`src/rtl/uart_pkg.sv`:
```
// Shared types and constants for the UART receive path.
package uart_pkg;

  typedef enum logic [1:0] {
    rx_idle       = 2'd0,
    rx_data_bits  = 2'd1,
    rx_parity_bit = 2'd2,
    rx_stop_bit   = 2'd3
  } rx_state_e;

  localparam int unsigned OVERSAMPLE = 16;
  localparam int unsigned CNT_W      = $clog2(OVERSAMPLE);
  localparam logic [CNT_W-1:0] MID_START = CNT_W'(7);
  localparam logic [CNT_W-1:0] SAMPLE_PT = CNT_W'(15);

  // 7-bit frames land in [7:1] of the shift register; right-justify them.
  function automatic logic [7:0] justify(input logic [7:0] sr, input logic bit8);
    return bit8 ? sr : {1'b0, sr[7:1]};
  endfunction

endpackage

```
`src/rtl/uart_rx_filter.sv`:
```
// Input conditioning for the serial line: 2-flop synchroniser followed by a
// 3-tap majority vote that only advances on baud ticks.
module uart_rx_filter (
  input  logic clk_i,
  input  logic reset_n_i,
  input  logic baud_clock_i,
  input  logic rx_i,
  output logic rx_filt_o
);

  logic       sync1_q, sync2_q;
  logic [2:0] taps_q;

  always_ff @(posedge clk_i) begin
    if (!reset_n_i) begin
      sync1_q <= 1'b1;
      sync2_q <= 1'b1;
      taps_q  <= 3'b111;
    end else begin
      sync1_q <= rx_i;
      sync2_q <= sync1_q;
      if (baud_clock_i) taps_q <= {taps_q[1:0], sync2_q};
    end
  end

  assign rx_filt_o = (taps_q[0] & taps_q[1]) | (taps_q[0] & taps_q[2]) | (taps_q[1] & taps_q[2]);

endmodule

```
`src/rtl/uart_rx_async.sv`:
```
// 16x oversampling UART receiver: 7/8 data bits, optional parity, delivery to a
// holding register or as an active-low strobe into an external RX FIFO.
//
// state         | meaning
// rx_idle       | line idle; qualifying start bit by counting low ticks
// rx_data_bits  | sampling data bits at the middle of each bit
// rx_parity_bit | sampling the parity bit
// rx_stop_bit   | sampling the stop bit, then back to idle mid-stop-bit
module uart_rx_async
  import uart_pkg::*;
#(
  parameter int unsigned RX_FIFO = 0
) (
  input  logic       clk,
  input  logic       reset_n,
  input  logic       baud_clock,
  input  logic       rx,
  input  logic       bit8,
  input  logic       parity_en,
  input  logic       odd_n_even,
  input  logic       read_rx_byte,
  input  logic       clear_status,
  input  logic       fifo_full,
  output logic [7:0] rx_byte,
  output logic       receive_full,
  output logic       fifo_write_rx,
  output logic       parity_err,
  output logic       framing_err,
  output logic       overflow
);

  rx_state_e        state_q;
  logic [CNT_W-1:0] samp_cnt_q;
  logic [2:0]       bit_cnt_q;
  logic [7:0]       shift_q;
  logic             perr_q, stop_q, done_q;
  logic             rx_filt;
  logic [7:0]       data_d;
  logic [2:0]       last_bit_d;

  logic [7:0] rx_byte_q;
  logic       receive_full_q, fifo_write_rx_q;
  logic       parity_err_q, framing_err_q, overflow_q;

  uart_rx_filter u_filter (
    .clk_i        (clk),
    .reset_n_i    (reset_n),
    .baud_clock_i (baud_clock),
    .rx_i         (rx),
    .rx_filt_o    (rx_filt)
  );

  assign data_d     = justify(shift_q, bit8);
  assign last_bit_d = bit8 ? 3'd7 : 3'd6;

  always_ff @(posedge clk) begin
    if (!reset_n) begin
      state_q    <= rx_idle;
      samp_cnt_q <= '0;
      bit_cnt_q  <= '0;
      shift_q    <= '0;
      perr_q     <= 1'b0;
      stop_q     <= 1'b1;
      done_q     <= 1'b0;
    end else begin
      done_q <= 1'b0;
      if (baud_clock) begin
        case (state_q)
          rx_idle: begin
            if (rx_filt) begin
              samp_cnt_q <= '0;
            end else if (samp_cnt_q == MID_START) begin
              samp_cnt_q <= '0;
              bit_cnt_q  <= '0;
              perr_q     <= 1'b0;
              state_q    <= rx_data_bits;
            end else begin
              samp_cnt_q <= samp_cnt_q + CNT_W'(1);
            end
          end
          rx_data_bits: begin
            samp_cnt_q <= samp_cnt_q + CNT_W'(1);
            if (samp_cnt_q == SAMPLE_PT) begin
              shift_q   <= {rx_filt, shift_q[7:1]};
              bit_cnt_q <= bit_cnt_q + 3'd1;
              if (bit_cnt_q == last_bit_d)
                state_q <= parity_en ? rx_parity_bit : rx_stop_bit;
            end
          end
          rx_parity_bit: begin
            samp_cnt_q <= samp_cnt_q + CNT_W'(1);
            if (samp_cnt_q == SAMPLE_PT) begin
              perr_q  <= (^data_d) ^ rx_filt ^ odd_n_even;
              state_q <= rx_stop_bit;
            end
          end
          rx_stop_bit: begin
            samp_cnt_q <= samp_cnt_q + CNT_W'(1);
            if (samp_cnt_q == SAMPLE_PT) begin
              stop_q     <= rx_filt;
              done_q     <= 1'b1;
              samp_cnt_q <= '0;
              state_q    <= rx_idle;
            end
          end
          default: state_q <= rx_idle;
        endcase
      end
    end
  end

  // Completion is applied after the clears so a coincident load or error wins.
  always_ff @(posedge clk) begin
    if (!reset_n) begin
      rx_byte_q       <= '0;
      receive_full_q  <= 1'b0;
      fifo_write_rx_q <= 1'b1;
      parity_err_q    <= 1'b0;
      framing_err_q   <= 1'b0;
      overflow_q      <= 1'b0;
    end else begin
      fifo_write_rx_q <= 1'b1;
      if (read_rx_byte) receive_full_q <= 1'b0;
      if (clear_status) begin
        parity_err_q  <= 1'b0;
        framing_err_q <= 1'b0;
        overflow_q    <= 1'b0;
      end
      if (done_q) begin
        if (!stop_q) framing_err_q <= 1'b1;
        if (perr_q && parity_en) parity_err_q <= 1'b1;
        if (RX_FIFO == 0) begin
          if (!receive_full_q || read_rx_byte) begin
            rx_byte_q      <= data_d;
            receive_full_q <= 1'b1;
          end else begin
            overflow_q <= 1'b1;
          end
        end else begin
          if (!fifo_full) begin
            rx_byte_q       <= data_d;
            fifo_write_rx_q <= 1'b0;
          end else begin
            overflow_q <= 1'b1;
          end
        end
      end
    end
  end

  assign rx_byte       = rx_byte_q;
  assign receive_full  = receive_full_q;
  assign fifo_write_rx = fifo_write_rx_q;
  assign parity_err    = parity_err_q;
  assign framing_err   = framing_err_q;
  assign overflow      = overflow_q;

endmodule

```
`config.mk`:
```
export PLATFORM = sky130hd
export DESIGN_NAME = uart_rx_async
export DESIGN_NICKNAME = d
export VERILOG_FILES = /design/src/rtl/uart_pkg.sv /design/src/rtl/uart_rx_filter.sv /design/src/rtl/uart_rx_async.sv
export SDC_FILE = /design/constraint.sdc
export NUM_CORES = 1
export LEC_CHECK = 0
export BUFFER_PORTS_ARGS = -buffer_cell sky130_fd_sc_hd__buf_2
export CAP_MARGIN = 25
export CORE_ASPECT_RATIO = 2
export CORE_MARGIN = 3
export CORE_UTILIZATION = 50
export DETAILED_ROUTE_END_ITERATION = 16
export PLACE_DENSITY = 0.76
export REMOVE_ABC_BUFFERS = 1
export SYNTH_ARGS = -nofsm -noshare
export SYNTH_HDL_FRONTEND = slang
export SYNTH_SLANG_ARGS = --single-unit
```
`constraint.sdc`:
```
create_clock -name clk -period 1.6 [get_ports clk]
set_input_delay 0.16 -clock clk [delete_from_list [all_inputs] [get_ports clk]]
set_output_delay 0.16 -clock clk [all_outputs]
set_load 0.005 [all_outputs]
```
==> impl_metrics.csv, run 1 <==
group,metric,value,unit
placement,routabilityCongestion,0.815,
cts,cts_buffers,5,
timing,clock.fmax,0.659,GHz
grt,grt_use_total,19.4,%
timing,min_period,1.52,ns
hold_path,min_path_cells,2,
route,avgViaCountPerCell,5.69,
die,dieArea,4300,um^2
critical_path,r2r-end,"state_q[0]",
grt,grt_pass1_vias,1426,
layout,final_cell_count_no_fill,246,
layout,drive_gt1_share,23.7,%
hold_path,min_to,"u_filter.sync1_q",
placement,dp.cells,237,
grt,grt_pass1_wl,6250,um
critical_path,rrSetupSlack,0.08,ns
timing,hold_viol,0,
cts,cts_buffer_depth,2,
die,die_w,47.9,um
route,drt-total-wl,3680,um
run_status,status,"finished, final reports clean",
timing,setup_violations,0,
die,ioPinCount,23,
layout,fill_cells,295,
synth,syn-cell-area,1750,um^2
die,core_region_area,3270,um^2
timing,hold_slack,0.0629,ns
route,drt-initial-drc-count,18,
cts,cts_sinks,37,
synth,synth_edf_count,0,
timing,grt_setup_unrepaired,"true",
route,wire_per_inst,15.0,um
layout,final_nets,231,
cts,cts_max_level,2,
power,ir_drop,0.735,mV
synth,ys_types,40,
placement,io_buffers,20,
power,leakagePower,0.893,nW
run,drv_cap,0,
synth,yosys_warnings,0,
synth,async_flop_share,0,%
critical_path,cp-end-kind,"flip-flop",
die,num_rows,29,
route,drtPass1Iterations,4,
layout,final_util,64.4,%
die,start_util,53.7,%
synth,syn_avg_cell_area,9.32,um^2
layout,diodes,0,
power,power,1.78,mW
layout,multi_input_area,1010,um^2
power,power.density,846,nW/um^2
critical_path,worstRegToRegCells,7,
route,post-route-drc-count,0,
critical_path,crit_arrival,1.72,ns
critical_path,reg2reg_from,"state_q[1]",
critical_path,start_kind,"flip-flop",
synth,syn-instance-count,188,
timing,period_share,94.9,%
grt,antenna_found_initial,0,
synth,seq_area_frac_synth,42.3,%
cts,cts.clk_slew.worst_paths,0.07,ns
grt,grt_max_degree,21,
cts,insertion_delay,0.29,ns
critical_path,critPathMaxFanout,6,
layout,regArea,742,um^2
hold_path,hp-class,"in2reg",
synth,synth-main-ff-cell,"dfxtp_1",
layout,area_delta_synth_final,19.9,%
synth,ys_seq_elements,37,
timing,clock_skew,0.00750,ns
cts,cts_root_buf,"clkbuf_8",
route,ant_nets,0,
hold_path,hp-start,"rx",
critical_path,worstSetupPathType,"reg2reg",
cts,cts_tree,"done",
critical_path,required,1.80,ns
grt,grt_remaining_overflow,0,
placement,dp.final_hpwl,2750,um
route,dr_total_vias,1399,
die,die_h,89.7,um
timing,slew_violations,0,
==> where the power goes <==
| part | total, mW | internal [mW] | switching, mW |
|---|---|---|---|
| Sequential | 0.925 | 0.924 | 0.00127 |
| Clock | 0.794 | 0.468 | 0.326 |
| Combinational | 0.0600 | 0.0233 | 0.0367 |
| Total | 1.78 | 1.41 | 0.364 |
==> timing repair <==
action                                  CTS  global route
endpoints found under the setup margin    3            10
hold buffers                              0             0
pin swaps                                 0             3
buffers inserted                          0             1
gates resized for setup                   5            11
==> worst max-delay path, cell delays in order, from the launching register on <==
cell and delay [ns]:
dfxtp_1 0.33, inv_2 0.11, ha_4 0.19, inv_1 0.09, a31oi_4 0.17, o32ai_2 0.11, and3_4 0.21, a221oi_2 0.22
==> logic make-up (layout without fill, tap and decap cells) <==
kind of cell             after synthesis  count (layout)  synth area share (%)
adder cells (fa/ha/maj)                8               8                  5.64
multiplexers                          19              19                  10.8
XOR/XNOR                              10              10                  5.00
AND/OR/NAND/NOR                       64              64                  17.8
buffers and inverters                 16              43                  4.42
flip-flops                            37              37                  42.3
other                                  1               1                 0.214
AO/OA/AOI/OAI                         33              33                  13.8
==> sequential cells by signal (all words and copies together) (netlist names) <==
name and cells:
state_q 2, overflow 1, receive_full 1, done_q 1, perr_q 1, stop_q 1, rx_byte 8, samp_cnt_q 4
u_filter.sync1_q 1, u_filter.taps_q 3, parity_err 1, shift_q 8, bit_cnt_q 3, framing_err 1, u_filter.sync2_q 1
==> synth_stat cells, types with 2 or more instances <==
cell      number  share of area (%)
ha_1           7                5.0
nand2_1       10                2.1
a211oi_1       8                3.4
nor2_1        21                4.5
a311oi_1       2                1.0
a21oi_1        4                1.1
nor2b_1        2               0.71
and3_1         5                1.8
a31oi_1        3                1.1
buf_2          2               0.57
a22oi_1        2               0.86
clkbuf_1       4               0.86
buf_4          2               0.86
inv_1          6                1.3
o21ai_0        5                1.4
nor4_1         2               0.71
nand3_1       12                3.4
dfxtp_1       37                 42
mux2i_1       19                 11
nand2b_1       7                2.5
xnor2_1        9                4.5
==> metrics by stage <==
stage	instance area [um^2]	worst slack (ns)	TNS, ns
finish	2100	0.0821	0
global route	2100	-0.0410	-0.120
CTS	2040	-0.00201	-0.00201
detailed placement	1910	-0.0619	-0.0626
global placement	1910	0.0427	0
floorplan	1700	0.143	0
==> routing by layer <==
layer | up-vias | share of wire (%) | global-route usage (%)
met5 | - | 0 | 0
met4 | 0 | 1.6 | 6.07
met3 | 5 | 2.8 | 5.00
met2 | 16 | 58 | 34.0
met1 | 663 | 37 | 20.9
li1 | 715 | - | -
==> final cells by class <==
type / count / share of cell area [%]
Multi-Input combinational cell: 135 / 48.1
Clock buffer: 6 / 3.45
Tap cell: 31 / 1.85
Clock inverter: 2 / 1.85
Inverter: 7 / 1.25
Sequential cell: 37 / 35.3
Timing Repair Buffer: 28 / 8.21
==> placed cells by master, fill, tap and decap left out, types with 5 or more instances in the layout <==
cell type	Yosys	routed
inv_1	6	5
nor2_1	21	21
mux2i_1	19	19
buf_2	2	20
clkbuf_8	0	5
nand2_1	10	10
nand3_1	12	12
xnor2_1	9	9
dfxtp_1	37	36
nand2b_1	7	7
a211oi_1	8	7
buf_4	2	7
==> worst max path at each step <==
stage               startpoint       endpoint  slack [ns]
CTS                 state_q[0]  samp_cnt_q[3]      -0.002
global route        state_q[0]   bit_cnt_q[2]       -0.04
finish              state_q[1]     state_q[0]        0.08
detailed placement  state_q[1]     state_q[0]       -0.06
floorplan           state_q[0]   bit_cnt_q[0]        0.14
global placement    state_q[1]     state_q[0]        0.04
Note: power is estimated with default switching activity, not from simulation.
==> run 2: changes to the inputs <==
--- a/config.mk
+++ b/config.mk
@@ -8,9 +8,10 @@
 export BUFFER_PORTS_ARGS = -buffer_cell sky130_fd_sc_hd__buf_2
 export CAP_MARGIN = 25
 export CORE_ASPECT_RATIO = 2
-export CORE_MARGIN = 3
+export CORE_MARGIN = 2
 export CORE_UTILIZATION = 50
 export DETAILED_ROUTE_END_ITERATION = 16
+export GPL_ROUTABILITY_DRIVEN = 0
 export PLACE_DENSITY = 0.76
 export REMOVE_ABC_BUFFERS = 1
 export SYNTH_ARGS = -nofsm -noshare
==> run 2 against run 1 <==
  * Die area decreased by 6.3%
  * Sequential share of layout area increased by 0.66 points
  * Utilization decreased by 3.3 points
  * Register-to-register slack about the same
  * Sequential cell count unchanged
  * Final cell count increased by 1.6%
==> impl_metrics.csv, run 2 (synthesized netlist as in run 1, its figures left out) <==
group,metric,value,unit
run_status,status,"finished, final reports clean",
critical_path,start_kind,"flip-flop",
route,ant_nets,0,
cts,cts_root_buf,"clkbuf_8",
route,post-route-drc-count,0,
critical_path,worstSetupPathType,"reg2reg",
hold_path,min_to,"u_filter.sync1_q",
die,core_region_area,3380,um^2
hold_path,hp-class,"in2reg",
critical_path,r2r-end,"state_q[0]",
power,ir_drop,0.960,mV
die,num_rows,30,
hold_path,min_path_cells,2,
timing,slew_violations,0,
timing,clock_skew,0.00736,ns
grt,use_met3,4.74,%
timing,clock.fmax,0.658,GHz
cts,cts_tree,"done",
power,leakagePower,0.896,nW
timing,hold_slack,0.0599,ns
route,avgViaCountPerCell,5.72,
layout,final_common_cell,"dfxtp_1",
critical_path,worstRegToRegCells,7,
grt,antenna_found_initial,0,
timing,setup_violations,0,
placement,post-place-ws,-0.0414,ns
layout,drive_gt1_share,23.9,%
run,drv_cap,0,
layout,fill_cells,304,
timing,finalSetupTns,0,ns
grt,grt_max_degree,23,
timing,hold_viol,0,
grt,grt_use_total,20.5,%
die,dieArea,4020,um^2
placement,placed_area,1930,um^2
grt,grt_remaining_overflow,0,
die,die_w,45.9,um
critical_path,required,1.80,ns
placement,io_buffers,20,
critical_path,rrSetupSlack,0.08,ns
die,start_util,51.9,%
layout,area_delta_synth_final,17.7,%
cts,cts.clk_slew.worst_paths,0.07,ns
route,drtPass1Iterations,4,
timing,min_period,1.52,ns
hold_path,hp-start,"rx",
cts,cts_buffer_depth,2,
timing,period_share,95.0,%
route,drt-initial-drc-count,37,
die,ioPinCount,23,
grt,grt_pass1_vias,1437,
layout,diodes,0,
critical_path,critPathMaxFanout,6,
cts,hold_buffers,0,
layout,final_cell_area,2060,um^2
critical_path,crit_arrival,1.72,ns
critical_path,crit_start,"state_q[1]",
placement,dp.final_hpwl,2700,um
grt,grt_use_met1,21.0,%
critical_path,cp-end-kind,"flip-flop",
grt,grt_pass1_wl,6110,um
grt,grt_use_met2,36.9,%
power,power.density,793,nW/um^2
cts,cts_sinks,37,
timing,worst_slack,0.0804,ns
die,die_h,87.7,um
grt,busiest_layer,"met2",
cts,cts_buffers,5,
cts,insertion_delay,0.29,ns
route,drt-total-wl,3690,um
route,wire_per_inst,14.8,um
route,dr_total_vias,1429,
critical_path,reg2reg_from,"state_q[1]",
layout,final_nets,235,
cts,cts_max_level,2,
layout,layout_common_cells,"dfxtp_1 (36), nor2_1 (21), buf_2 (20), mux2i_1 (19)",
-- run 2: cell types whose count changed in the layout (fill, tap and decap cells not counted), sizes merged --
cell    before  now
buf         28   32
clkinv       2    1
bufinv       1    0
clkbuf       6    7
-- run 2: worst max-delay path by stage --
stage | cells past startpoint | endpoint
after global routing | 7 | bit_cnt_q[0]
final | 7 | state_q[0]
after CTS | 7 | bit_cnt_q[0]
after global placement | 5 | state_q[1]
after floorplan | 7 | bit_cnt_q[0]
after detailed placement | 7 | bit_cnt_q[0]
-- run 2: critical path, cell delays in order (launching register included) --
cell      delay (ns)
dfxtp_1         0.35
inv_2           0.10
ha_4            0.17
inv_1           0.06
a31oi_1         0.18
o32ai_2         0.11
and3_1          0.23
a221oi_2        0.23
-- run 2: through the flow --
step,cells,total power [mW],util (%)
final,250,1.64,61.1
after global placement,243,1.01,57.2
after CTS,250,1.65,59.8
after floorplan,179,0.970,-
after global routing,250,1.68,61.1
after detailed placement,243,1.01,57.2
-- run 2: report_power, final --
| group | internal [mW] | switching, mW |
|---|---|---|
| logic | 0.0248 | 0.0363 |
| registers | 0.924 | 0.00123 |
| clock network | 0.342 | 0.308 |
-- run 2: what timing repair did --
item | in CTS | in global routing
setup endpoints to repair | 4 | 9
resized for setup | 2 | 10
buffers inserted | 0 | 0
hold endpoints to repair | 0 | 0
-- run 2: cell type report --
type                       instances  area (um^2)  share of cell area, %
clock buffer                       7         86.3                   4.18
inverter                           7         26.3                   1.27
timing repair buffer              32          190                   9.22
multi-input combinational        135          978                   47.4
tap                               32         40.0                   1.94
sequential                        37          742                   36.0
-- run 2: per-layer routing --
metal | vias to the layer above | part of all wire, % | wire, um
met2 | 26 | 56 | 2080
li1 | 724 | - | -
met1 | 671 | 38 | 1420
met3 | 8 | 3.2 | 119
met4 | 0 | 2.0 | 72
met5 | - | 0 | 0
